**src/rtl/uart_tx_feeder_if.sv**
```systemverilog
`default_nettype none
// ============================================================================
//  Module   : uart_tx_feeder_if
//  Purpose  : Bundles the host write port and the transmitter handshake of
//             uart_tx_feeder. The master modport belongs to the environment
//             (host and transmitter), and the slave modport belongs to the
//             feeder.
//  Options  : UART_TXF_OVF_EN adds the sticky overflow flag ovf and its
//             clear input ovf_clr.
//  Revision : 1.0 - initial release
// ============================================================================
interface uart_tx_feeder_if #(
   parameter int DEPTH  = 16,
   parameter int ADDR_W = $clog2(DEPTH)
);
   logic              wr_en;
   logic [7:0]        wr_data;
   logic              full;
   logic              empty;
   logic [ADDR_W:0]   count;
   logic              transmit;
   logic [7:0]        TxData;
   logic              busy;
   logic              tx_active;
`ifdef UART_TXF_OVF_EN
   logic              ovf;
   logic              ovf_clr;
`endif

   modport master (
`ifdef UART_TXF_OVF_EN
      output ovf_clr,
      input  ovf,
`endif
      output wr_en, wr_data, busy,
      input  full, empty, count, transmit, TxData, tx_active
   );

   modport slave (
`ifdef UART_TXF_OVF_EN
      input  ovf_clr,
      output ovf,
`endif
      input  wr_en, wr_data, busy,
      output full, empty, count, transmit, TxData, tx_active
   );
endinterface
`default_nettype wire

```
**src/rtl/uart_tx_feeder.sv**
```systemverilog
`default_nettype none
// ============================================================================
//  Module   : uart_tx_feeder
//  Purpose  : Synchronous byte FIFO in front of a UART transmitter. It pops one
//             byte at a time, sends it with a one-cycle transmit pulse, and then
//             waits for the busy signal to rise and fall before it sends the
//             next byte.
//  Options  : UART_TXF_OVF_EN adds a sticky overflow flag. The flag is set when
//             a write is dropped because the FIFO is full, and ovf_clr clears it.
//  Revision : 1.0 - initial release
// ============================================================================
module uart_tx_feeder #(
   parameter int DEPTH  = 16,
   parameter int ADDR_W = $clog2(DEPTH)
) (
   input  wire              clk,
   input  wire              reset,
   uart_tx_feeder_if.slave  bus
);

   typedef enum logic [1:0] {
      IDLE      = 2'd0,
      WAIT_BUSY = 2'd1,
      WAIT_DONE = 2'd2
   } state_t;

   localparam logic [ADDR_W-1:0] c_ptr_one  = ADDR_W'(1);
   localparam logic [ADDR_W:0]   c_cnt_one  = (ADDR_W+1)'(1);
   localparam logic [ADDR_W:0]   c_cnt_full = (ADDR_W+1)'(DEPTH);

   logic [7:0]        r_mem [DEPTH];
   logic [ADDR_W-1:0] r_wr_ptr;
   logic [ADDR_W-1:0] r_rd_ptr;
   logic [ADDR_W:0]   r_count;
   state_t            r_state;
   state_t            w_state_next;
   logic              r_transmit;
   logic              w_transmit_next;
   logic [7:0]        r_txdata;
   logic              w_full;
   logic              w_push;
   logic              w_pop;

   // The flags come only from the registered count. Because of this, a byte
   // written at one edge is not seen by the FSM until the next edge.
   assign w_full        = (r_count == c_cnt_full);
   assign w_push        = bus.wr_en && !w_full;
   assign bus.full      = w_full;
   assign bus.empty     = (r_count == '0);
   assign bus.count     = r_count;
   assign bus.transmit  = r_transmit;
   assign bus.TxData    = r_txdata;
   assign bus.tx_active = (r_state != IDLE);

   // FIFO storage. It is not reset.
   always_ff @(posedge clk) begin
      if (w_push) begin
         r_mem[r_wr_ptr] <= bus.wr_data;
      end
   end

   // Pointers and occupancy. If a push and a pop happen in the same cycle,
   // both pointers advance and the count does not change.
   always_ff @(posedge clk) begin
      if (reset) begin
         r_wr_ptr <= '0;
         r_rd_ptr <= '0;
         r_count  <= '0;
      end else begin
         if (w_push) begin
            r_wr_ptr <= r_wr_ptr + c_ptr_one;
         end
         if (w_pop) begin
            r_rd_ptr <= r_rd_ptr + c_ptr_one;
         end
         case ({w_push, w_pop})
            2'b10:   r_count <= r_count + c_cnt_one;
            2'b01:   r_count <= r_count - c_cnt_one;
            default: r_count <= r_count;
         endcase
      end
   end

   // State register, launch pulse, and the byte latched for the transmitter.
   always_ff @(posedge clk) begin
      if (reset) begin
         r_state    <= IDLE;
         r_transmit <= 1'b0;
         r_txdata   <= 8'h00;
      end else begin
         r_state    <= w_state_next;
         r_transmit <= w_transmit_next;
         if (w_pop) begin
            r_txdata <= r_mem[r_rd_ptr];
         end
      end
   end

   // Next-state and launch decisions. In WAIT_BUSY, r_transmit is still high
   // during the first cycle. That cycle is skipped because the transmitter only
   // raises busy one edge after it samples the pulse. Skipping it also hides any
   // busy left over from a frame that was cut off by reset.
   always_comb begin
      w_state_next    = r_state;
      w_transmit_next = 1'b0;
      w_pop           = 1'b0;
      case (r_state)
         IDLE: begin
            if (r_count != '0) begin
               w_pop           = 1'b1;
               w_transmit_next = 1'b1;
               w_state_next    = WAIT_BUSY;
            end
         end
         WAIT_BUSY: begin
            if (!r_transmit && bus.busy) begin
               w_state_next = WAIT_DONE;
            end
         end
         WAIT_DONE: begin
            if (!bus.busy) begin
               w_state_next = IDLE;
            end
         end
         default: w_state_next = IDLE;
      endcase
   end

`ifdef UART_TXF_OVF_EN
   logic r_ovf;

   // Sticky overflow flag. When a dropped write and a clear happen in the same
   // cycle, the set wins.
   always_ff @(posedge clk) begin
      if (reset) begin
         r_ovf <= 1'b0;
      end else if (bus.wr_en && w_full) begin
         r_ovf <= 1'b1;
      end else if (bus.ovf_clr) begin
         r_ovf <= 1'b0;
      end
   end

   assign bus.ovf = r_ovf;
`endif

endmodule
`default_nettype wire

```
**src/flat_wrapper.sv**
```systemverilog
// flat-port wrapper written by rule: the top's interface ports become plain ports
module uart_tx_feeder_flat 
#(
   parameter int DEPTH  = 16,
   parameter int ADDR_W = $clog2(DEPTH)
)
  (clk, reset, bus_wr_en, bus_wr_data, bus_busy, bus_full, bus_empty, bus_count, bus_transmit, bus_TxData, bus_tx_active);
  uart_tx_feeder_if #(.DEPTH(DEPTH), .ADDR_W(ADDR_W)) bus_i ();
  input  wire clk;
  input  wire reset;
  input wire logic [$bits(bus_i.wr_en)-1:0] bus_wr_en;
  input wire logic [$bits(bus_i.wr_data)-1:0] bus_wr_data;
  input wire logic [$bits(bus_i.busy)-1:0] bus_busy;
  output wire logic [$bits(bus_i.full)-1:0] bus_full;
  output wire logic [$bits(bus_i.empty)-1:0] bus_empty;
  output wire logic [$bits(bus_i.count)-1:0] bus_count;
  output wire logic [$bits(bus_i.transmit)-1:0] bus_transmit;
  output wire logic [$bits(bus_i.TxData)-1:0] bus_TxData;
  output wire logic [$bits(bus_i.tx_active)-1:0] bus_tx_active;
  assign bus_i.wr_en = bus_wr_en;
  assign bus_i.wr_data = bus_wr_data;
  assign bus_i.busy = bus_busy;
  assign bus_full = bus_i.full;
  assign bus_empty = bus_i.empty;
  assign bus_count = bus_i.count;
  assign bus_transmit = bus_i.transmit;
  assign bus_TxData = bus_i.TxData;
  assign bus_tx_active = bus_i.tx_active;
  uart_tx_feeder #(.DEPTH(DEPTH), .ADDR_W(ADDR_W)) u_core (.clk(clk), .reset(reset), .bus(bus_i));
endmodule
```
**config.mk**
```make
export PLATFORM = sky130hd
export DESIGN_NAME = uart_tx_feeder_flat
export DESIGN_NICKNAME = d
export VERILOG_FILES = /design/src/rtl/uart_tx_feeder_if.sv /design/src/rtl/uart_tx_feeder.sv /design/src/flat_wrapper.sv
export SDC_FILE = /design/constraint.sdc
export NUM_CORES = 1
export LEC_CHECK = 0
export CAP_MARGIN = 5
export CORE_UTILIZATION = 34
export CTS_CLUSTER_SIZE = 10
export DETAILED_ROUTE_END_ITERATION = 8
export PLACE_DENSITY = 0.48
export SLEW_MARGIN = 5
export SYNTH_ARGS = -nofsm -noshare
export SYNTH_HDL_FRONTEND = slang
export SYNTH_SLANG_ARGS = --single-unit
```
**constraint.sdc**
```tcl
create_clock -name clk -period 4.05 [get_ports clk]
set_clock_uncertainty 0.2 [all_clocks]
set_input_delay 0.6075 -clock clk [delete_from_list [all_inputs] [get_ports clk]]
set_output_delay 0.6075 -clock clk [all_outputs]
set_load 0.02 [all_outputs]
```
* Word level (Yosys, flattened, before mapping)
Memories as Yosys holds them, arrays and structs flattened. A register that Yosys moved wholly into a read port is not among the register bits.
Index checks and enable logic that the tools add are counted.
** Cells by class
- Mux-type cells :: 9
- Reductions and logical operators :: 10
- Equality and inequality tests :: 8
- Add/sub/neg operators :: 4
** Operators by type and width (number)
- 5-bit case mux with 2 select lines :: 1
- 4-bit by 1-bit adder with 4-bit output, second input constant :: 2
- 2-bit 2-to-1 mux :: 3
- 2-bit case mux with 3 select lines :: 1
- 5-bit by 1-bit adder with 5-bit output, second input constant :: 1
- 5-bit equality test, second input constant :: 1
- 5-bit logical NOT :: 1
- 5-bit nonzero test :: 1
- 5-bit by 1-bit subtractor with 5-bit output, second input constant :: 1
- 2-bit by 1-bit equality test with 1-bit output, second input constant :: 2
- 2-bit equality test, second input constant :: 2
- 1-bit 2-to-1 mux :: 4
- 2-bit by 1-bit != test with 1-bit output, second input constant :: 2
- 2-bit nonzero test :: 2
- 3-bit AND reduction :: 1
- 1-bit logical AND :: 2
- 1-bit logical NOT :: 2
- 2-bit logical NOT :: 1
- 2-bit != test, second input constant :: 1
** Storage, ports and cells
- Input bits :: 12
- Memories kept :: 1
- Memory bits (writable) :: 128
- Logic and storage cells :: 37
- Flip-flop bits (word level) :: 16
** Memory list
- u_core.r_mem :: depth 16, bits a word 8, read ports 1, clocked after Yosys merged registers in 1, write ports 1, line uart_tx_feeder.sv:31 : logic [7:0] r_mem [DEPTH];

* Longest topological paths before layout
- Depth after elaboration :: 5
- Gate-level depth with buffers :: 13
- Mapped depth without buffers :: 11

* Worst setup path before layout
Ideal clock, no wire load.
- Kind :: register to register
- Start :: reg u_core.r_count[1] (netlist: u_core.bus.count[1])
- End :: reg u_core.r_count[4] (netlist: u_core.bus.count[4])
- Path slack :: 1.016 ns
- Required time :: 3.727 ns
- Library setup time :: 0.123 ns
- Buffers on the path :: 3
- Cell stages (with the launch flop) :: 14
- Data arrival time :: 2.711 ns
- Path through :: dfxtp_1 buf_2 nor4_4 a21oi_1 buf_2 ha_1 buf_2 xor2_1 ha_1 a21oi_1 nand2b_1 a21o_1 a21oi_1 mux2_1
** On the way
- Longest elaborated chain between the ends :: 5
** Ends and longest elaborated chain
- start, declared :: line uart_tx_feeder.sv:34 : logic [ADDR_W:0] r_count;
- start signal, assigned :: line uart_tx_feeder.sv:77 : 2'b10: r_count <= r_count + c_cnt_one;
- start signal, assigned :: line uart_tx_feeder.sv:78 : 2'b01: r_count <= r_count - c_cnt_one;
- start signal, assigned :: line uart_tx_feeder.sv:79 : default: r_count <= r_count;
- 5-bit nonzero test * :: line uart_tx_feeder.sv:109 : if (r_count != '0) begin
- 1-bit 2-to-1 mux * :: line uart_tx_feeder.sv:109
- 1-bit 2-to-1 mux * :: line uart_tx_feeder.sv:107 : case (r_state)
- via u_core.w_pop :: line uart_tx_feeder.sv:42 : logic w_pop;
- 2-bit by 1-bit equality test with 1-bit output / 2-bit equality test (equally long branches) :: line uart_tx_feeder.sv:76 : case ({w_push, w_pop})
- 5-bit case mux with 2 select lines / 2-bit nonzero test (equally long branches)
Mark *: on every way through the listed nets, which the timed path passes. The rest lies on a longest branch.
A chain may end at the register's enable or synchronous reset.

* Worst setup path after layout
- Start :: reg u_core.r_count[1] (netlist: u_core.bus.count[1])
- End :: reg u_core.r_count[4] (netlist: u_core.bus.count[4])
** On the way
- Longest elaborated chain between the ends :: 5
** Ends and longest elaborated chain (line)
- 5-bit nonzero test / 5-bit equality test (equally long branches) :: uart_tx_feeder.sv:109, uart_tx_feeder.sv:46
- 1-bit 2-to-1 mux / 1-bit logical NOT (equally long branches) :: uart_tx_feeder.sv:109, uart_tx_feeder.sv:47
- 1-bit 2-to-1 mux / 1-bit logical AND (equally long branches) :: uart_tx_feeder.sv:107, uart_tx_feeder.sv:47
- 2-bit by 1-bit equality test with 1-bit output / 2-bit equality test (equally long branches) :: uart_tx_feeder.sv:76
- 5-bit case mux with 2 select lines / 2-bit nonzero test (equally long branches)
Several ways; a longest one is shown, not always the timed one.

==> flow_metrics.tcl <==
set metrics [dict create \
    outcome "finished, final reports clean" \
    hold_path_end "u_core.r_state[0]" \
    ys_seq_area_share_pct 70.3 \
    port_buffers 28 \
    cts_tree "yes" \
    worstPathCellList "nor4_4 -> a21oi_2 -> ha_1 -> xor2_1 -> ha_1 -> a21oi_1 -> nand2b_1 -> a21o_1 -> a21oi_1 -> mux2_1" \
    die_h_um 137 \
    netlist_instances 406 \
    hold_path.class "reg -> reg" \
    whs_path_depth 1 \
    worstPathArrival_ps 3520 \
    area_growth_pct 17.3 \
    diodes 0 \
    drv_slew 0 \
    power_leakage_nw 2.27 \
    clockBufferDepth 2 \
    core-area_um2 17500 \
    slew_headroom_pct 33.3 \
    hpwlAfterDp_um 8640 \
    maxCapViolations 0 \
    synth_edf_count 128 \
    grt_pass1_wl_um 20100 \
    grt_util_all_layers_pct 15.5 \
    yosysWarnings 0 \
    dp_cells 642 \
    cp-end-kind "register" \
    cp.required_ps 4160 \
    worst_slack_ps 641 \
    drt_first_pass_iters 4 \
    max_stage_delay_ps 710 \
    wirelength_um 13300 \
    mostFrequentLayoutCells "edfxtp_1, mux2i_1, nor2_1" \
    num_vias 3356 \
    synth_ff_type "edfxtp_1" \
    htreeDepth 4 \
    multi_input_area_um2 1660 \
    post-place-ws_ps 643 \
    synth_nets 427 \
    p_int_mw 3.11 \
    clock_sinks 152 \
    max_freq_ghz 0.293 \
    route.detailed.drc 0 \
    drtIter0Drc 189 \
    clk_pin_slew_ps 60 \
    power.total_mw 4.32 \
    die_area_um2 18600 \
    grt_setup_unrepaired "no" \
    r2r_cells 10 \
    p_comb_share_pct 20.1 \
    setup_viol 0 \
    critPathKind "reg -> reg" \
    p_seq_share_pct 43.7 \
    overflow 0 \
    syn_avg_cell_area_um2 15.2 \
    wl_per_cell_um 19.7 \
    drtAntennaViolNets 0 \
    finalSetupTns_ps 0 \
    power_density_nw_per_um2 599 \
    crit_path_start_kind "register" \
    p_clk_share_pct 36.1 \
    stdcell_count 674 \
    start_util_pct 35.2 \
    final-hold-violation-count 0 \
    r2r_end "u_core.bus.count[4]" \
    post_cts_resized 0 \
    holdBufCountCts 0 \
    r2r-start "u_core.bus.count[1]" \
    die_w_um 137 \
    swShare_pct 28.1 \
    rows 48 \
    vdd_drop_max_mv 0.317 \
    drive_above_1_share_pct 9.13 \
    r2r_slack_ps 640 \
    min_period_ps 3410 \
    gp_congestion 0.734 \
    grt_pass1_vias 3330 \
    cts_made_buffers 17 \
    p_sw_mw 1.21 \
    num-nets-final 457 \
    layout_commonest_cell "edfxtp_1" \
    seq_area_um2 4330 \
    min_from "u_core.r_state[1]" \
    ctsRootBufferMaster "clkbuf_16" \
    ios 29 \
    grt_antenna_before_repair 0 \
    post_cts_buffers 0 \
    grt_max_degree 39 \
    synth.distinct_cells 36 \
    crit_fanout 22 \
    period_share_pct 84.2 \
    max_slew.worst_pin.slew_ps 997 \
    clkLatencyLatePin_ps 420 \
    ys_seq_elements 152 \
    nFillCells 1568 \
    via_per_inst 4.98 \
    synth_area_um2 6150 \
    worst_path_max_delay_cell "a21oi_2" \
    async_flop_share_pct 0 \
]
[per-layer routing]
| metal | wire length (µm) | share of wire [%] | up-vias | GRT usage, % |
|---|---|---|---|---|
| met5 | 0 | 0 | - | 0 |
| met4 | 193 | 1.5 | 0 | 5.86 |
| met3 | 567 | 4.3 | 15 | 4.15 |
| met2 | 6460 | 49 | 64 | 24.9 |
| met1 | 6040 | 46 | 1656 | 19.9 |
| li1 | - | - | 1621 | - |
[cell usage after synthesis (2+ instances only)]
cell      instances  area share [%]
edfxtp_1        128              62
mux2i_1          66              11
nor2_1           37             2.3
o22ai_1          34             3.5
dfxtp_1          24             7.8
nand2_1          11            0.67
ha_1              9             1.8
nor4_1            9            0.92
a211oi_1          8            0.98
buf_2             8            0.65
a21oi_1           7            0.57
buf_6             7             1.3
xor2_1            7             1.0
clkbuf_1          6            0.37
nor3_1            6            0.49
inv_1             5            0.31
nand2b_1          5            0.51
nand3b_1          3            0.37
a21o_1            2            0.24
and2_1            2            0.20
buf_4             2            0.24
nand4_1           2            0.20
nor3b_1           2            0.24
o21ai_0           2            0.16
or3_1             2            0.20
xnor2_1           2            0.28
[stage by stage]
stage	cell area (µm²)	hold slack [ps]	util, %
after floorplan	6150	239	-
after global placement	6620	253	37.9
after detailed placement	6620	275	37.9
after CTS	7220	284	41.3
after global routing	7220	332	41.3
final	7220	284	41.3
[area by class of cell]
cell class / instances / area share, %
clock buffers: 23 / 7.06
clock inverters: 9 / 1.16
inverters: 5 / 0.260
multi-input cells: 226 / 23.0
flip-flops and latches: 152 / 60.0
well taps: 225 / 3.90
repair buffers: 34 / 4.68
[how the worst max path moves through the flow]
| stage | from | to | cells after the start |
|---|---|---|---|
| after CTS | u_core.bus.count[1] | u_core.bus.count[4] | 10 |
| after floorplan | u_core.bus.count[1] | u_core.bus.count[4] | 13 |
| after global routing | u_core.bus.count[1] | u_core.bus.count[4] | 10 |
| after detailed placement | bus_wr_en | u_core.bus.count[4] | 12 |
| after global placement | bus_wr_en | u_core.bus.count[4] | 12 |
| final | u_core.bus.count[1] | u_core.bus.count[4] | 10 |
[power by group through the flow]
stage | sequential, mW | clock, mW | combinational (mW)
floorplan | 1.93 | 0 | 0.574
global placement | 1.92 | 0 | 0.871
detailed placement | 1.92 | 0 | 0.880
CTS | 1.89 | 1.59 | 0.884
global route | 1.90 | 1.65 | 0.967
finish | 1.89 | 1.56 | 0.869
[sequential cells by signal, indices dropped and copies added (netlist names)]
| register | cells |
|---|---|
| u_core.bus.transmit | 1 |
| u_core.r_rd_ptr | 4 |
| u_core.r_mem | 128 |
| u_core.bus.TxData | 8 |
| u_core.r_wr_ptr | 4 |
| u_core.bus.count | 5 |
| u_core.r_state | 2 |
[critical path, delay by kind of cell (launching register included)]
family,cells,cell delay (ps)
AO/OA/AOI/OAI,4,1250
XOR/XNOR,1,120
adder cells (fa/ha/maj),2,700
flip-flops,1,500
multiplexers,1,330
AND/OR/NAND/NOR,2,200
[kinds of logic (layout without fill, tap and decap cells)]
kind of cell	after synthesis	count (layout)	synth area share, %
and+or+nand+nor	84	84	6.83
DFF	152	152	70.3
AOI/OAI and AO/OA	57	57	6.00
adders and majority gates	9	9	1.83
muxes	67	67	10.9
buffers and inverters	28	71	2.85
xor gates and xnor gates	9	9	1.28
No activity file was read; power rests on OpenSTA's default activity.
